File: src/rtl/wave_defs.sv
// Shared definitions for the wave_capture / wave_display pair: window origin,
// FSM encodings and sample RAM address width.
package wave_defs;
    localparam int X_START_DEF = 64;
    localparam int Y_TOP_DEF   = 112;
    localparam int ADDR_W      = 9;
    localparam int WIN_W       = 512;
    localparam int WIN_H       = 256;

    typedef enum logic {
        IDLE = 1'b0,
        DRAW = 1'b1
    } state_t;
endpackage

File: src/rtl/wave_display_if.sv
// Pixel-stream and sample-RAM signals between the video/capture side and wave_display.
interface wave_display_if;
    import wave_defs::*;

    logic [10:0]       x;
    logic [9:0]        y;
    logic              valid;
    logic              read_index;
    logic [7:0]        read_value;
    logic [ADDR_W-1:0] read_address;
    logic              valid_pixel;
    logic [7:0]        r;
    logic [7:0]        g;
    logic [7:0]        b;
    logic              wave_display_idle;

    modport master (
        output x, y, valid, read_index, read_value,
        input  read_address, valid_pixel, r, g, b, wave_display_idle
    );

    modport slave (
        input  x, y, valid, read_index, read_value,
        output read_address, valid_pixel, r, g, b, wave_display_idle
    );
endinterface

File: src/rtl/wave_display_pixel_test.sv
// Lit decision for one pixel: row falls inside the segment joining two samples.
module wave_pixel_test (
    input  logic [7:0] row,
    input  logic [7:0] srow,
    input  logic [7:0] prev_srow,
    output logic       lit
);
    logic [7:0] lo;
    logic [7:0] hi;

    always_comb begin
        lo  = (srow < prev_srow) ? srow : prev_srow;
        hi  = (srow < prev_srow) ? prev_srow : srow;
        lit = (row >= lo) && (row <= hi);
    end
endmodule

File: src/rtl/wave_display.sv
// Renders the 256-sample frame from the sample RAM as a joined scope trace
// inside a 512x256 window of the VGA pixel stream (2-cycle pixel latency).
//
// state | meaning
// IDLE  | RAM not in use; waiting for the window's first pixel
// DRAW  | frame in progress; bank frozen until the window's last pixel
module wave_display
    import wave_defs::*;
#(
    parameter int          X_START  = X_START_DEF,
    parameter int          Y_TOP    = Y_TOP_DEF,
    parameter logic [23:0] WAVE_RGB = 24'hFFFFFF
) (
    input  logic          clk,
    input  logic          reset,
    wave_display_if.slave bus
);
    localparam logic [10:0] X0 = 11'(X_START);
    localparam logic [10:0] X1 = 11'(X_START + WIN_W - 1);
    localparam logic [9:0]  Y0 = 10'(Y_TOP);
    localparam logic [9:0]  Y1 = 10'(Y_TOP + WIN_H - 1);

    state_t            state, state_nxt;
    logic              draw_en;
    logic              in_win, frame_start, frame_end;
    logic [7:0]        col, row;
    logic              bank, bank_eff;
    logic              idle_q;
    logic [ADDR_W-1:0] read_address_q;
    logic              win_s1;
    logic [7:0]        row_s1, col_s1;
    logic [7:0]        srow, prev_srow;
    logic [7:0]        cur_col, cur_srow, prev_q;
    logic              lit_raw;
    logic              lit_q;
    logic [23:0]       rgb_q;

    assign in_win      = bus.valid && (bus.x >= X0) && (bus.x <= X1)
                                   && (bus.y >= Y0) && (bus.y <= Y1);
    assign frame_start = bus.valid && (bus.x == X0) && (bus.y == Y0);
    assign frame_end   = bus.valid && (bus.x == X1) && (bus.y == Y1);
    assign col         = 8'((bus.x - X0) >> 1);
    assign row         = 8'(bus.y - Y0);
    // The frame-start pixel is drawn from the incoming bank, before it is latched.
    assign bank_eff    = (state == IDLE) ? bus.read_index : bank;

    always_comb begin
        state_nxt = state;
        draw_en   = 1'b0;
        case (state)
            IDLE: begin
                if (frame_start) begin
                    state_nxt = DRAW;
                    draw_en   = 1'b1;
                end
            end
            DRAW: begin
                draw_en = 1'b1;
                if (frame_end) state_nxt = IDLE;
            end
        endcase
    end

    always_ff @(posedge clk or posedge reset) begin
        if (reset) begin
            state          <= IDLE;
            bank           <= 1'b0;
            idle_q         <= 1'b1;
            read_address_q <= '0;
            win_s1         <= 1'b0;
            row_s1         <= '0;
            col_s1         <= '0;
        end else begin
            state  <= state_nxt;
            idle_q <= (state_nxt == IDLE);
            if ((state == IDLE) && frame_start) bank <= bus.read_index;
            win_s1 <= in_win && draw_en;
            row_s1 <= row;
            col_s1 <= col;
            if (in_win && draw_en) read_address_q <= {bank_eff, col};
        end
    end

    assign srow = 8'hFF - bus.read_value;

    // Column 0 starts a fresh trace on every row, so it is drawn as a single dot.
    always_comb begin
        prev_srow = prev_q;
        if (col_s1 == 8'd0)
            prev_srow = srow;
        else if (col_s1 != cur_col)
            prev_srow = cur_srow;
    end

    always_ff @(posedge clk or posedge reset) begin
        if (reset) begin
            cur_col  <= '0;
            cur_srow <= '0;
            prev_q   <= '0;
        end else if (win_s1) begin
            cur_col  <= col_s1;
            cur_srow <= srow;
            if (col_s1 != cur_col) prev_q <= cur_srow;
        end
    end

    wave_pixel_test u_pixel_test (
        .row       (row_s1),
        .srow      (srow),
        .prev_srow (prev_srow),
        .lit       (lit_raw)
    );

    always_ff @(posedge clk or posedge reset) begin
        if (reset) begin
            lit_q <= 1'b0;
            rgb_q <= '0;
        end else begin
            lit_q <= win_s1 && lit_raw;
            rgb_q <= (win_s1 && lit_raw) ? WAVE_RGB : 24'h000000;
        end
    end

    assign bus.read_address      = read_address_q;
    assign bus.wave_display_idle = idle_q;
    assign bus.valid_pixel       = lit_q;
    assign {bus.r, bus.g, bus.b} = rgb_q;
endmodule

File: src/flat_wrapper.sv
// flat-port wrapper written by rule: the top's interface ports become plain ports
module wave_display_flat import wave_defs::*;
#(
    parameter int          X_START  = X_START_DEF,
    parameter int          Y_TOP    = Y_TOP_DEF,
    parameter logic [23:0] WAVE_RGB = 24'hFFFFFF
)
  (clk, reset, bus_x, bus_y, bus_valid, bus_read_index, bus_read_value, bus_read_address, bus_valid_pixel, bus_r, bus_g, bus_b, bus_wave_display_idle);
  wave_display_if bus_i ();
  input  logic clk;
  input  logic reset;
  input wire logic [$bits(bus_i.x)-1:0] bus_x;
  input wire logic [$bits(bus_i.y)-1:0] bus_y;
  input wire logic [$bits(bus_i.valid)-1:0] bus_valid;
  input wire logic [$bits(bus_i.read_index)-1:0] bus_read_index;
  input wire logic [$bits(bus_i.read_value)-1:0] bus_read_value;
  output wire logic [$bits(bus_i.read_address)-1:0] bus_read_address;
  output wire logic [$bits(bus_i.valid_pixel)-1:0] bus_valid_pixel;
  output wire logic [$bits(bus_i.r)-1:0] bus_r;
  output wire logic [$bits(bus_i.g)-1:0] bus_g;
  output wire logic [$bits(bus_i.b)-1:0] bus_b;
  output wire logic [$bits(bus_i.wave_display_idle)-1:0] bus_wave_display_idle;
  assign bus_i.x = bus_x;
  assign bus_i.y = bus_y;
  assign bus_i.valid = bus_valid;
  assign bus_i.read_index = bus_read_index;
  assign bus_i.read_value = bus_read_value;
  assign bus_read_address = bus_i.read_address;
  assign bus_valid_pixel = bus_i.valid_pixel;
  assign bus_r = bus_i.r;
  assign bus_g = bus_i.g;
  assign bus_b = bus_i.b;
  assign bus_wave_display_idle = bus_i.wave_display_idle;
  wave_display #(.X_START(X_START), .Y_TOP(Y_TOP), .WAVE_RGB(WAVE_RGB)) u_core (.clk(clk), .reset(reset), .bus(bus_i));
endmodule
File: config.mk
export PLATFORM = sky130hd
export DESIGN_NAME = wave_display_flat
export DESIGN_NICKNAME = d
export VERILOG_FILES = /design/src/rtl/wave_defs.sv /design/src/rtl/wave_display_if.sv /design/src/rtl/wave_display_pixel_test.sv /design/src/rtl/wave_display.sv /design/src/flat_wrapper.sv
export SDC_FILE = /design/constraint.sdc
export NUM_CORES = 1
export LEC_CHECK = 0
export BUFFER_PORTS_ARGS = -buffer_cell sky130_fd_sc_hd__buf_2
export CAP_MARGIN = 20
export CORE_ASPECT_RATIO = 1.25
export CORE_MARGIN = 3
export CORE_UTILIZATION = 55
export DETAILED_ROUTE_END_ITERATION = 10
export MAX_ROUTING_LAYER = met4
export PLACE_DENSITY = 0.8
export SETUP_SLACK_MARGIN = 0.4
export SYNTH_ARGS = -nofsm -noshare
export SYNTH_HDL_FRONTEND = slang
export SYNTH_SLANG_ARGS = --single-unit
export TNS_END_PERCENT = 30
File: constraint.sdc
create_clock -name clk -period 5.9 [get_ports clk]
set_clock_uncertainty 0.15 [all_clocks]
set_input_delay 0.59 -clock clk [delete_from_list [all_inputs] [get_ports clk]]
set_output_delay 0.59 -clock clk [all_outputs]
set_load 0.03 [all_outputs]
* After elaboration in Yosys (flattened, before gate mapping)
Cells that the tools add are included.
W data, S select, Z words.
** Word-level totals
- Flip-flop bits (word level) :: 78
- Output and inout bits :: 35
- Logic and storage cells :: 52
** Operators by class
- Add/subtract/negate cells :: 3
- $lt $le $gt $ge :: 7
- Equal/unequal tests :: 5
- Multiplexer cells :: 10
- Bitwise gates (word level) :: 2
- Reduce and logical (&&, ||, !) cells :: 13
** Operator list (count)
- $mux W8 :: 4
- $mux W24 :: 1
- $logic_and A1 B1 Y1 :: 12
- $eq A11 B10 Y1 const B :: 1
- $eq A11 B7 Y1 const B :: 1
- $ge A11 B7 Y1 const B :: 1
- $le A11 B10 Y1 const B :: 1
- $eq A10 B7 Y1 const B :: 1
- $eq A10 B9 Y1 const B :: 1
- $ge A10 B7 Y1 const B :: 1
- $le A10 B9 Y1 const B :: 1
- $sub A9 B7 Y9 const B :: 1
- $ge A8 B8 Y1 :: 1
- $le A8 B8 Y1 :: 1
- $logic_not A8 Y1 :: 1
- $lt A8 B8 Y1 :: 1
- $ne A8 B8 Y1 :: 1
- $sub A8 B7 Y8 const B :: 1
- $sub A8 B8 Y8 const A :: 1
- $pmux W1 S2 :: 2
- $mux W1 :: 3
- $not A1 Y1 :: 2

* Depth between registers and ports, before layout
- Depth after elaboration :: 9
- Mapped depth :: 20

* Hierarchy
A second synthesis with hierarchy kept.
** Second synthesis, totals
- Cells, all modules :: 301
- Area total of the unflattened synthesis :: 3347.0 sq um
** Modules (own cells, without submodules)
- wave_display :: instances 1, cells an instance 217, area an instance 2625.0 sq um, sequential area each 1352.5 sq um
- wave_pixel_test :: instances 1, cells an instance 84, area an instance 721.9 sq um, sequential area each 0.0 sq um

* Worst setup path before layout
No wires, ideal clock.
- Path kind :: flip-flop to flip-flop
- Start :: register u_core.col_s1[3]
- End :: register u_core.rgb_q[22]
- Library setup time :: 0.094 ns
- Arrival time :: 4.071 ns
- Data required time :: 5.656 ns
- Path slack :: 1.585 ns
- Cell stages (with the launch flop) :: 19
- Path buffers :: 2
- Path through :: dfrtp_1 or4_4 nor2_2 buf_4 nor2_1 a221o_1 ha_1 a211oi_1 o221ai_1 nand2b_1 a21oi_4 buf_6 mux2_4 ha_1 a21o_1 a21o_1 o21ai_0 a21oi_1 a211oi_1
** Between the ends
- Word-level cells in the longest chain between the ends :: 9
** Ends and longest elaborated chain
- start: declaration :: line wave_display.sv:31 : logic [7:0] row_s1, col_s1;
- start signal: assignment :: line wave_display.sv:79 : col_s1 <= col;
- $ne A8 B8 Y1 :: line wave_display.sv:91 : else if (col_s1 != cur_col)
- $mux W8
- $mux W8 * :: line wave_display.sv:89 : if (col_s1 == 8'd0)
- $lt A8 B8 Y1 :: line wave_display_pixel_test.sv:12, wave_display_pixel_test.sv:13
- $mux W8, on equally long branches :: line wave_display_pixel_test.sv:12, wave_display_pixel_test.sv:13
- $ge A8 B8 Y1 or $le A8 B8 Y1 (tied branches) :: line wave_display_pixel_test.sv:14 : lit = (row >= lo) && (row <= hi);
- $logic_and A1 B1 Y1 * :: line wave_display_pixel_test.sv:14
- $logic_and A1 B1 Y1 * :: line wave_display.sv:120 : rgb_q <= (win_s1 && lit_raw) ? WAVE_RGB : 24'h000000;
- $mux W24 * :: line wave_display.sv:120
- end signal: assignment :: line wave_display.sv:120
- end: declaration :: line wave_display.sv:36 : logic [23:0] rgb_q;
Mark *: on every way between the ends. The rest lies on a longest branch, timed or not.
A chain may end at the register's enable or synchronous reset.

* Worst setup path in the final report
- Start :: register u_core.col_s1[7]
- End :: register u_core.rgb_q[22]
The elaborated chain is that of the path after synthesis.

==> results.cfg <==
[grt]
grt.total_usage_pct = 19.26
grt_max_degree = 55
grt_overflow = 0
grt_pass1_vias = 2328
grt_pass1_wl_mm = 10.23
antenna_found_initial = 0

[worst_setup_path]
critical_path.max_fanout = 19
crit_chain = or4_1 > nor2_4 > nor2_1 > a221o_1 > ha_1 > a211oi_1 > o221ai_1 > nand2b_1 > a21oi_4 > mux2_2 > ha_1 > nor2b_1 > o21a_1 > o21a_1 > o21ai_0 > a21oi_1 > a211oi_1
critical_path_required_ns = 5.97
crit_path_top_delay_cell = or4_1
crit_arrival_ns = 5.04
cp_top_family = compound AO/OA/AOI/OAI gates
timing.critical_path.buf_inv = 0
r2r_start = u_core.col_s1[7]
start_kind = flop
crit_path_max_incr_delay_ns = 0.60
ff2ff_path_depth = 17
worst_setup_path_end_kind = flop
crit_start = u_core.col_s1[7]
path_class = flop to flop
crit_cells = 17

[floorplan]
row_count = 31
die_area_um2 = 7002
ios = 68
die_h_um = 92.81
core_area_um2 = 5818
die_w_um = 75.45
start_util_pct = 56.99

[flow_run]
maxCapViolations = 0

[sta]
fin_crit_sh_pct = 84.19
finalSetupTns_ns = 0
rsz0062_at_grt = no
hold_viol = 0
fmax_mhz = 201.3
period_needed_ns = 4.967
worst_pin_slew_ns = 0.6456
slew_viol_final = 0
fin_ws_ns = 0.9327
setup_violations = 0
slew_headroom_pct = 56.96

[placement]
gp_congestion = 0.8655
post_dp_cell_area_um2 = 3537
port_buffers = 67
pre_cts_ws_ns = 0.7871
place_hpwl_mm = 4.877
dpl.cell_count = 408

[cts]
cts_tree = done
path_clk_slew_ns = 0.11
cts_max_level = 2
clock-root-buffer = clkbuf_8
cts_max_path_buffers = 2
cts.sinks = 54
cts_buffers = 5
clk_latency_ns = 0.31

[route]
vias = 2324
drt_wl_total_mm = 6.067
via_per_inst = 5.587
first_pass_iters = 4
ant_nets = 0
drc = 0
first_iter_violations = 106
wl_per_cell_um = 14.58

[cells_and_area]
antennaDiodeCount = 0
layout.nets = 410
utilization_pct = 62.52
layoutNonFillerInstCount = 416
drive_gt1_share_pct = 36.29
area_growth_pct = 9.698
final_common_cell = buf_2
mostFrequentLayoutCells = buf_2 (67), dfrtp_1 (53), mux2_2 (30)
stdcell_area_um2 = 3637

[min_path]
hold_depth = 1
hold_class = input port to flop
min_from = bus_y[0]

[synth]
synth_fp_nets = 364
postSynthAreaPerCell_um2 = 10.94
async_flop_share_pct = 100.0
synth_enable_flop_cells = 0
ys_seq_area_share_pct = 40.79
synthesis.instances = 303
synthFlopType = dfrtp_1
yosysUniqueCellTypes = 44
yosysWarnings = 0
synthesis.area_um2 = 3316
synth.ff_latch_count = 54

[run_status]
status = finished, final reports clean

[power]
p_per_area_nw_per_um2 = 183.6
p_leak_nw = 1.973
peakVddDrop_v = 0.0001575
routing by layer:
| layer | routed length, µm | vias to the layer above | GRT usage [%] |
|---|---|---|---|
| li1 | - | 1164 | - |
| met1 | 2489 | 1085 | 23.09 |
| met2 | 3168 | 64 | 32.49 |
| met3 | 301 | 11 | 2.932 |
| met4 | 107 | 0 | 6.560 |
| met5 | 0 | - | - |
final timing paths:
check                                     end  slack [ns]
max                          u_core.rgb_q[22]        0.93
min                          u_core.row_s1[0]        0.26
max reg2reg                  u_core.rgb_q[22]        0.93
min reg2reg                       u_core.bank        0.37
max in group asynchronous  u_core.cur_srow[0]        4.88
min in group asynchronous         u_core.bank        0.29
flip-flops by register name, summed over array words and instances (netlist names):
register                      cells
u_core.state                      1
u_core.bus.read_address           9
u_core.cur_col                    8
u_core.prev_q                     8
u_core.bus.wave_display_idle      1
u_core.win_s1                     1
u_core.col_s1                     8
u_core.bank                       1
u_core.row_s1                     8
u_core.rgb_q                      1
u_core.cur_srow                   8
cell type report:
type | instances | area, µm²
fillers | 462 | 2181
well taps | 66 | 82.58
repair buffers | 70 | 357.8
inverters | 18 | 67.56
clock buffers | 5 | 68.82
multi-input cells | 200 | 1682
flip-flops and latches | 54 | 1353
clock inverters | 3 | 26.28
what timing repair did:
action | 4_1_cts | 5_1_grt
setup buffers | 0 | 0
endpoints found under the setup margin | 0 | 1
hold buffers | 0 | 0
resized for setup | 0 | 1
logic make-up (layout without fill, tap and decap cells):
| family | count (synthesis) | in the layout | share of synthesized area, % |
|---|---|---|---|
| xor gates and xnor gates | 11 | 11 | 2.906 |
| muxes | 43 | 43 | 15.77 |
| and+or+nand+nor | 71 | 71 | 11.32 |
| adders and majority gates | 28 | 28 | 10.57 |
| buffers and inverters | 49 | 96 | 8.641 |
| DFF | 54 | 54 | 40.79 |
| AOI/OAI and AO/OA | 47 | 47 | 10.00 |
power breakdown:
part           switching [mW]  leakage (nW)  internal [mW]
logic                  0.0402          1.25         0.0312
clock network           0.125        0.0495         0.0883
registers             0.00574         0.672          0.377
total                   0.171          1.97          0.497
through the flow:
stage / power, mW / hold WS (ns)
2_1_floorplan: 0.4304 / 0.3215
3_3_place_gp: 0.4599 / 0.3350
3_5_place_dp: 0.4623 / 0.3406
4_1_cts: 0.6752 / 0.2524
5_1_grt: 0.6999 / 0.2538
6_report: 0.6679 / 0.2631
synth_stat cells (5+ instances only):
library cell,n,share of area (%)
mux2_4,11,5.0
a221o_1,7,2.1
buf_4,25,5.7
nand3_1,5,0.75
inv_1,18,2.0
nor4_1,5,0.94
a21oi_1,11,1.7
xor2_1,11,2.9
nand4_1,5,0.94
dfrtp_1,53,40
nor3_1,11,1.7
nor2_1,22,2.5
nand2_1,7,0.79
o21ai_0,10,1.5
ha_1,28,11
mux2_2,30,10
Note: power is estimated with default switching activity, not from simulation.
